[config.mk]
export PLATFORM = sky130hd
export DESIGN_NAME = dac_tx_packer
export DESIGN_NICKNAME = d
export VERILOG_FILES = /design/src/rtl/dac_tx_packer.sv
export SDC_FILE = /design/constraint.sdc
export NUM_CORES = 1
export LEC_CHECK = 0
export ABC_AREA = 1
export CAP_MARGIN = 5
export CORE_AREA = 5 5 223 225
export CTS_BUF_LIST = sky130_fd_sc_hd__clkbuf_4 sky130_fd_sc_hd__clkbuf_8
export CTS_CLUSTER_DIAMETER = 80
export DETAILED_ROUTE_END_ITERATION = 6
export DIE_AREA = 0 0 228 230
export DONT_BUFFER_PORTS = 1
export PLACE_DENSITY_LB_ADDON = 0.08
export SLEW_MARGIN = 20
export SYNTH_ARGS = -nofsm -noshare
export SYNTH_HDL_FRONTEND = slang
export SYNTH_SLANG_ARGS = --single-unit
[constraint.sdc]
create_clock -name clk_user_bufg -period 3.8 [get_ports clk_user_bufg]
set_clock_uncertainty 0.15 [all_clocks]
set_input_delay 0.76 -clock clk_user_bufg [delete_from_list [all_inputs] [get_ports clk_user_bufg]]
set_output_delay 0.76 -clock clk_user_bufg [all_outputs]
set_load 0.01 [all_outputs]
[src/rtl/dac_tx_packer.sv]
// Packs per-DAC I/Q sample vectors into one JESD204 transmit word, with a
// ready-driven IDLE/WARMUP/RUN sequencer, test-pattern sources and link-loss counters.
module dac_tx_packer #(
  parameter int NUM_DAC   = 2,
  parameter int NUM_CH    = 4,
  parameter int SAMPLE_W  = 16,
  parameter int BYTE_SWAP = 1,
  parameter int DAC_SWAP  = 1,
  parameter int WARM_CYC  = 16
) (
  input  logic                                  clk_user_bufg,
  input  logic                                  rst,
  input  logic                                  dac_ready,
  input  logic [1:0]                            mode,
  input  logic [NUM_DAC*NUM_CH*SAMPLE_W-1:0]    din_i,
  input  logic [NUM_DAC*NUM_CH*SAMPLE_W-1:0]    din_q,
  input  logic                                  din_valid,
  input  logic [2*SAMPLE_W-1:0]                 tp_word,
  output logic [2*NUM_DAC*NUM_CH*SAMPLE_W-1:0]  dac_tx_tdata,
  output logic                                  tdata_run,
  output logic                                  dac_ready_negedge,
  output logic [15:0]                           lose_cnt,
  output logic [15:0]                           underrun_cnt,
  output logic [1:0]                            state_o
);

  localparam int TW     = 2 * NUM_DAC * NUM_CH * SAMPLE_W;
  localparam int SLOT_W = 2 * NUM_CH * SAMPLE_W;

  localparam logic [1:0] ST_IDLE   = 2'd0;
  localparam logic [1:0] ST_WARMUP = 2'd1;
  localparam logic [1:0] ST_RUN    = 2'd2;

  localparam logic [15:0] WARM_LAST = 16'(WARM_CYC - 1);

  logic [1:0]          state_r;
  logic [1:0]          state_nxt_s;
  logic [15:0]         warm_cnt_r;
  logic [SAMPLE_W-1:0] ramp_base_r;
  logic [TW-1:0]       word_s;
  logic [TW-1:0]       s1_word_r;
  logic                s1_run_r;
  logic                ready_d_r;
  logic [SAMPLE_W-1:0] smp_i_s;
  logic [SAMPLE_W-1:0] smp_q_s;

  function automatic logic [SAMPLE_W-1:0] byte_swap(input logic [SAMPLE_W-1:0] v);
    logic [SAMPLE_W-1:0] r;
    r = '0;
    for (int b = 0; b < SAMPLE_W / 8; b++) begin
      r[b*8 +: 8] = v[SAMPLE_W-8-b*8 +: 8];
    end
    return r;
  endfunction

  assign state_o = state_r;

  always_comb begin
    state_nxt_s = ST_IDLE;
    case (state_r)
      ST_IDLE: begin
        if (dac_ready) state_nxt_s = ST_WARMUP;
        else           state_nxt_s = ST_IDLE;
      end
      ST_WARMUP: begin
        if (!dac_ready)                 state_nxt_s = ST_IDLE;
        else if (warm_cnt_r == WARM_LAST) state_nxt_s = ST_RUN;
        else                            state_nxt_s = ST_WARMUP;
      end
      ST_RUN: begin
        if (!dac_ready) state_nxt_s = ST_IDLE;
        else            state_nxt_s = ST_RUN;
      end
      default: state_nxt_s = ST_IDLE;
    endcase
  end

  // Ramp base is n*NUM_CH for beat n; it restarts whenever RUN is left.
  always_ff @(posedge clk_user_bufg) begin
    if (rst) begin
      state_r     <= ST_IDLE;
      warm_cnt_r  <= 16'd0;
      ramp_base_r <= '0;
    end else begin
      state_r <= state_nxt_s;
      if (state_r == ST_WARMUP && state_nxt_s == ST_WARMUP) warm_cnt_r <= warm_cnt_r + 16'd1;
      else                                                  warm_cnt_r <= 16'd0;
      if (state_r == ST_RUN) ramp_base_r <= ramp_base_r + SAMPLE_W'(NUM_CH);
      else                   ramp_base_r <= '0;
    end
  end

  always_comb begin
    word_s  = '0;
    smp_i_s = '0;
    smp_q_s = '0;
    if (state_r == ST_RUN) begin
      for (int d = 0; d < NUM_DAC; d++) begin
        for (int c = 0; c < NUM_CH; c++) begin
          case (mode)
            2'd0: begin
              if (din_valid) begin
                smp_i_s = din_i[(d*NUM_CH+c)*SAMPLE_W +: SAMPLE_W];
                smp_q_s = din_q[(d*NUM_CH+c)*SAMPLE_W +: SAMPLE_W];
              end else begin
                smp_i_s = '0;
                smp_q_s = '0;
              end
            end
            2'd1: begin
              smp_i_s = tp_word[SAMPLE_W-1:0];
              smp_q_s = tp_word[2*SAMPLE_W-1:SAMPLE_W];
            end
            2'd2: begin
              smp_i_s = ramp_base_r + SAMPLE_W'(c);
              smp_q_s = ramp_base_r + SAMPLE_W'(c);
            end
            default: begin
              smp_i_s = '0;
              smp_q_s = '0;
            end
          endcase
          if (BYTE_SWAP != 0) begin
            smp_i_s = byte_swap(smp_i_s);
            smp_q_s = byte_swap(smp_q_s);
          end else begin
            smp_i_s = smp_i_s;
            smp_q_s = smp_q_s;
          end
          // Slot order is reversed when DAC_SWAP is set.
          if (DAC_SWAP != 0) begin
            word_s[(NUM_DAC-1-d)*SLOT_W + c*2*SAMPLE_W +: SAMPLE_W]            = smp_i_s;
            word_s[(NUM_DAC-1-d)*SLOT_W + c*2*SAMPLE_W + SAMPLE_W +: SAMPLE_W] = smp_q_s;
          end else begin
            word_s[d*SLOT_W + c*2*SAMPLE_W +: SAMPLE_W]            = smp_i_s;
            word_s[d*SLOT_W + c*2*SAMPLE_W + SAMPLE_W +: SAMPLE_W] = smp_q_s;
          end
        end
      end
    end else begin
      word_s = '0;
    end
  end

  // Two-stage output pipeline; both stages clear on reset.
  always_ff @(posedge clk_user_bufg) begin
    if (rst) begin
      s1_word_r    <= '0;
      s1_run_r     <= 1'b0;
      dac_tx_tdata <= '0;
      tdata_run    <= 1'b0;
    end else begin
      s1_word_r    <= word_s;
      s1_run_r     <= (state_r == ST_RUN);
      dac_tx_tdata <= s1_word_r;
      tdata_run    <= s1_run_r;
    end
  end

  // Link-loss edge detect and saturating status counters.
  always_ff @(posedge clk_user_bufg) begin
    if (rst) begin
      ready_d_r         <= 1'b0;
      dac_ready_negedge <= 1'b0;
      lose_cnt          <= 16'd0;
      underrun_cnt      <= 16'd0;
    end else begin
      ready_d_r         <= dac_ready;
      dac_ready_negedge <= ready_d_r & ~dac_ready;
      if (ready_d_r && !dac_ready && lose_cnt != 16'hFFFF) lose_cnt <= lose_cnt + 16'd1;
      else                                                 lose_cnt <= lose_cnt;
      if (state_r == ST_RUN && mode == 2'd0 && !din_valid && underrun_cnt != 16'hFFFF)
        underrun_cnt <= underrun_cnt + 16'd1;
      else
        underrun_cnt <= underrun_cnt;
    end
  end

endmodule

==> results.yml <==
global_route:
  grt_first_pass_wirelength_um: 104000
  grt_pass1_vias: 14027
  grt_max_degree: 160
  grt_usage_pct: 27.4
  antenna_found_initial: 19
  overflow: 0
timing:
  min_period_ns: 2.49
  tns_ns: 0
  rsz0062_at_grt: "no"
  fin_crit_sh_pct: 65.4
  holdWs_ns: 0.0747
  drv_slew: 0
  final_hold_viol_count: 0
  worst_pin_slew_ns: 1.10
  relSlewSlack_pct: 26.8
  finalSetupViolCount: 0
  max_freq_ghz: 0.402
power_and_ir_drop:
  p_leak_nw: 8.00
  powerDensity_mw_per_mm2: 576
  irDropWorstVdd_mv: 0.346
cts:
  cts.path.max_buffers: 3
  clock_insertion_delay_worst_skew_ns: 0.68
  cts-root-buf: "clkbuf_8"
  htreeDepth: 3
  cts_sinks: 580
  cts_resized: 0
  cts_tree: "done"
  clk_pin_slew_ns: 0.06
  numCtsBuffers: 96
critical_path:
  path_class: "flop to flop"
  rrSetupSlack_ns: 1.31
  cp-start-kind: "flop"
  cp_cell_sequence: "inv_2, nand2_1, nor2_2, inv_8, buf_4, nor2_1"
  cp_slowest_cell: "inv_8"
  crit_required_ns: 4.18
  endpoint_kind: "flop"
  crit_fanout: 159
  cp_top_family: "buffers and inverters"
  crit_arrival_ns: 2.87
  critPathMaxStageDelay_ns: 0.71
  crit_buf_inv: 3
route:
  drc: 0
  drt-initial-drc-count: 1014
  vias: 14549
  wl_per_cell_um: 25.0
  drt_pass1_iterations: 5
  antenna_left: 0
  viasPerCell: 4.90
  drt_wl_total_um: 74200
yosys:
  synth_edf_count: 0
  synth_area_leaders: "dfxtp_1 62%, nor2_1 12%, a21oi_1 7.3%, inv_1 6.4%, nand2_1 3.7%"
  ys_warn_count: 0
  yosys_register_bits: 580
  synthArstFlopShare_pct: 0
  synthesis.area_mm2: 0.0187
  synth_seq_area_share_pct: 62.1
  syn_avg_cell_area_um2: 8.44
  yosys.area.top_type: "dfxtp_1"
  syn-num-nets: 2511
  ys_types: 28
  synth_top_area_share_pct: 62.1
  synthFlopType: "dfxtp_1"
  synth_cells: 2213
worst_hold_path:
  hold_path.class: "primary input to flop"
status:
  outcome: "finished clean"
place:
  dp.final_hpwl_um: 51400
  io_buffers: 0
  gp_congestion: 0.908
die:
  rows: 80
  fp.dieArea_mm2: 0.0524
  initial_core_util_pct: 39.5
  pin_count: 586
  design.core.area_mm2: 0.0473
  die_w_um: 228
  dieHeight_um: 230
cells_and_area:
  synthToLayoutAreaGrowth_pct: 17.6
  nNetsFinal: 2567
  drive_gt1_share_pct: 12.1
  layout_commonest_cell: "nor2_1"
  layout_common_cells: "581 x nor2_1, 580 x dfxtp_1, 321 x inv_1"
run:
  max_cap_viol_count: 0
[state kept, by name (all words and copies together) (netlist names)]
signal and count:
tdata_run 1, state_o 2, underrun_cnt 16, dac_tx_tdata 256, s1_run_r 1, dac_ready_negedge 1, s1_word_r 256, lose_cnt 16
ready_d_r 1, warm_cnt_r 16, ramp_base_r 14
[kinds of logic after synthesis]
logic type	Yosys count	share of synthesized area [%]
AND/OR/NAND/NOR	850	18.0
flip-flops	580	62.1
buffers and inverters	424	9.11
AO/OA/AOI/OAI	329	9.24
XOR/XNOR	26	1.22
adder cells (fa/ha/maj)	4	0.268
[worst paths after layout]
path                                                start  cells past startpoint                            to
worst max-delay path                state_o[0]$_SDFF_PP0_                      6       s1_word_r[3]$_SDFF_PP0_
worst min-delay path                            din_i[87]                      2      s1_word_r[47]$_SDFF_PP0_
worst min register to register  s1_word_r[135]$_SDFF_PP0_                      2  dac_tx_tdata[135]$_SDFF_PP0_
worst max register to register      state_o[0]$_SDFF_PP0_                      6       s1_word_r[3]$_SDFF_PP0_
[through the flow]
step	setup WS, ns	area (µm²)	cells	utilization [%]	power [mW]
2_1_floorplan	2.00	18700	2213	-	6.43
3_3_place_gp	1.05	19400	2756	40.9	6.52
3_5_place_dp	1.08	19400	2756	40.9	6.52
4_1_cts	1.33	22000	2963	46.4	12.8
5_1_grt	1.19	22000	2972	46.4	13.1
6_report	1.31	22000	2972	46.4	12.7
[report_power, final]
part / internal (mW) / leakage, nW / total (mW) / switching, mW
sequential: 6.08 / 4.67 / 6.09 / 0.00489
clock: 3.67 / 1.19 / 6.21 / 2.54
combinational: 0.108 / 2.15 / 0.370 / 0.261
total: 9.86 / 8.00 / 12.7 / 2.81
[routing by layer]
metal / global-route usage, % / routed length, µm / vias up
met1: 33.7 / 29900 / 6867
met3: 9.83 / 7240 / 131
met5: 0 / 85 / -
met4: 9.53 / 2070 / 14
li1: - / - / 6876
met2: 44.7 / 34900 / 661
[worst register-to-register path: cells and delay by family (launching register included)]
family	cells	cell delay, ns
buffers and inverters	3	1.34
AND/OR/NAND/NOR	3	0.40
flip-flops	1	0.47
[cell type report]
| cell class | count | area [µm²] |
|---|---|---|
| Antenna cell | 9 | 22.5 |
| Clock buffer | 152 | 1940 |
| Clock inverter | 25 | 297 |
| Fill cell | 4716 | 25400 |
| Inverter | 324 | 1220 |
| Multi-Input combinational cell | 1209 | 5500 |
| Sequential cell | 580 | 11600 |
| Tap cell | 615 | 769 |
| Timing Repair Buffer | 58 | 616 |
[timing repair]
item	in CTS	in global routing
endpoints found under the hold margin	81	0
buffers inserted	0	0
hold buffers	30	0
[cells in the mapped netlist (all sizes together) (4+ instances only)]
| master | instances |
|---|---|
| buf | 70 |
| nand3 | 36 |
| xnor2 | 8 |
| nand4 | 17 |
| clkbuf | 30 |
| nor2 | 594 |
| nand2 | 193 |
| nor3 | 9 |
| inv | 324 |
| xor2 | 18 |
| a21oi | 291 |
| ha | 4 |
| dfxtp | 580 |
| o21ai | 36 |
(Power assumes the default switching activity.)
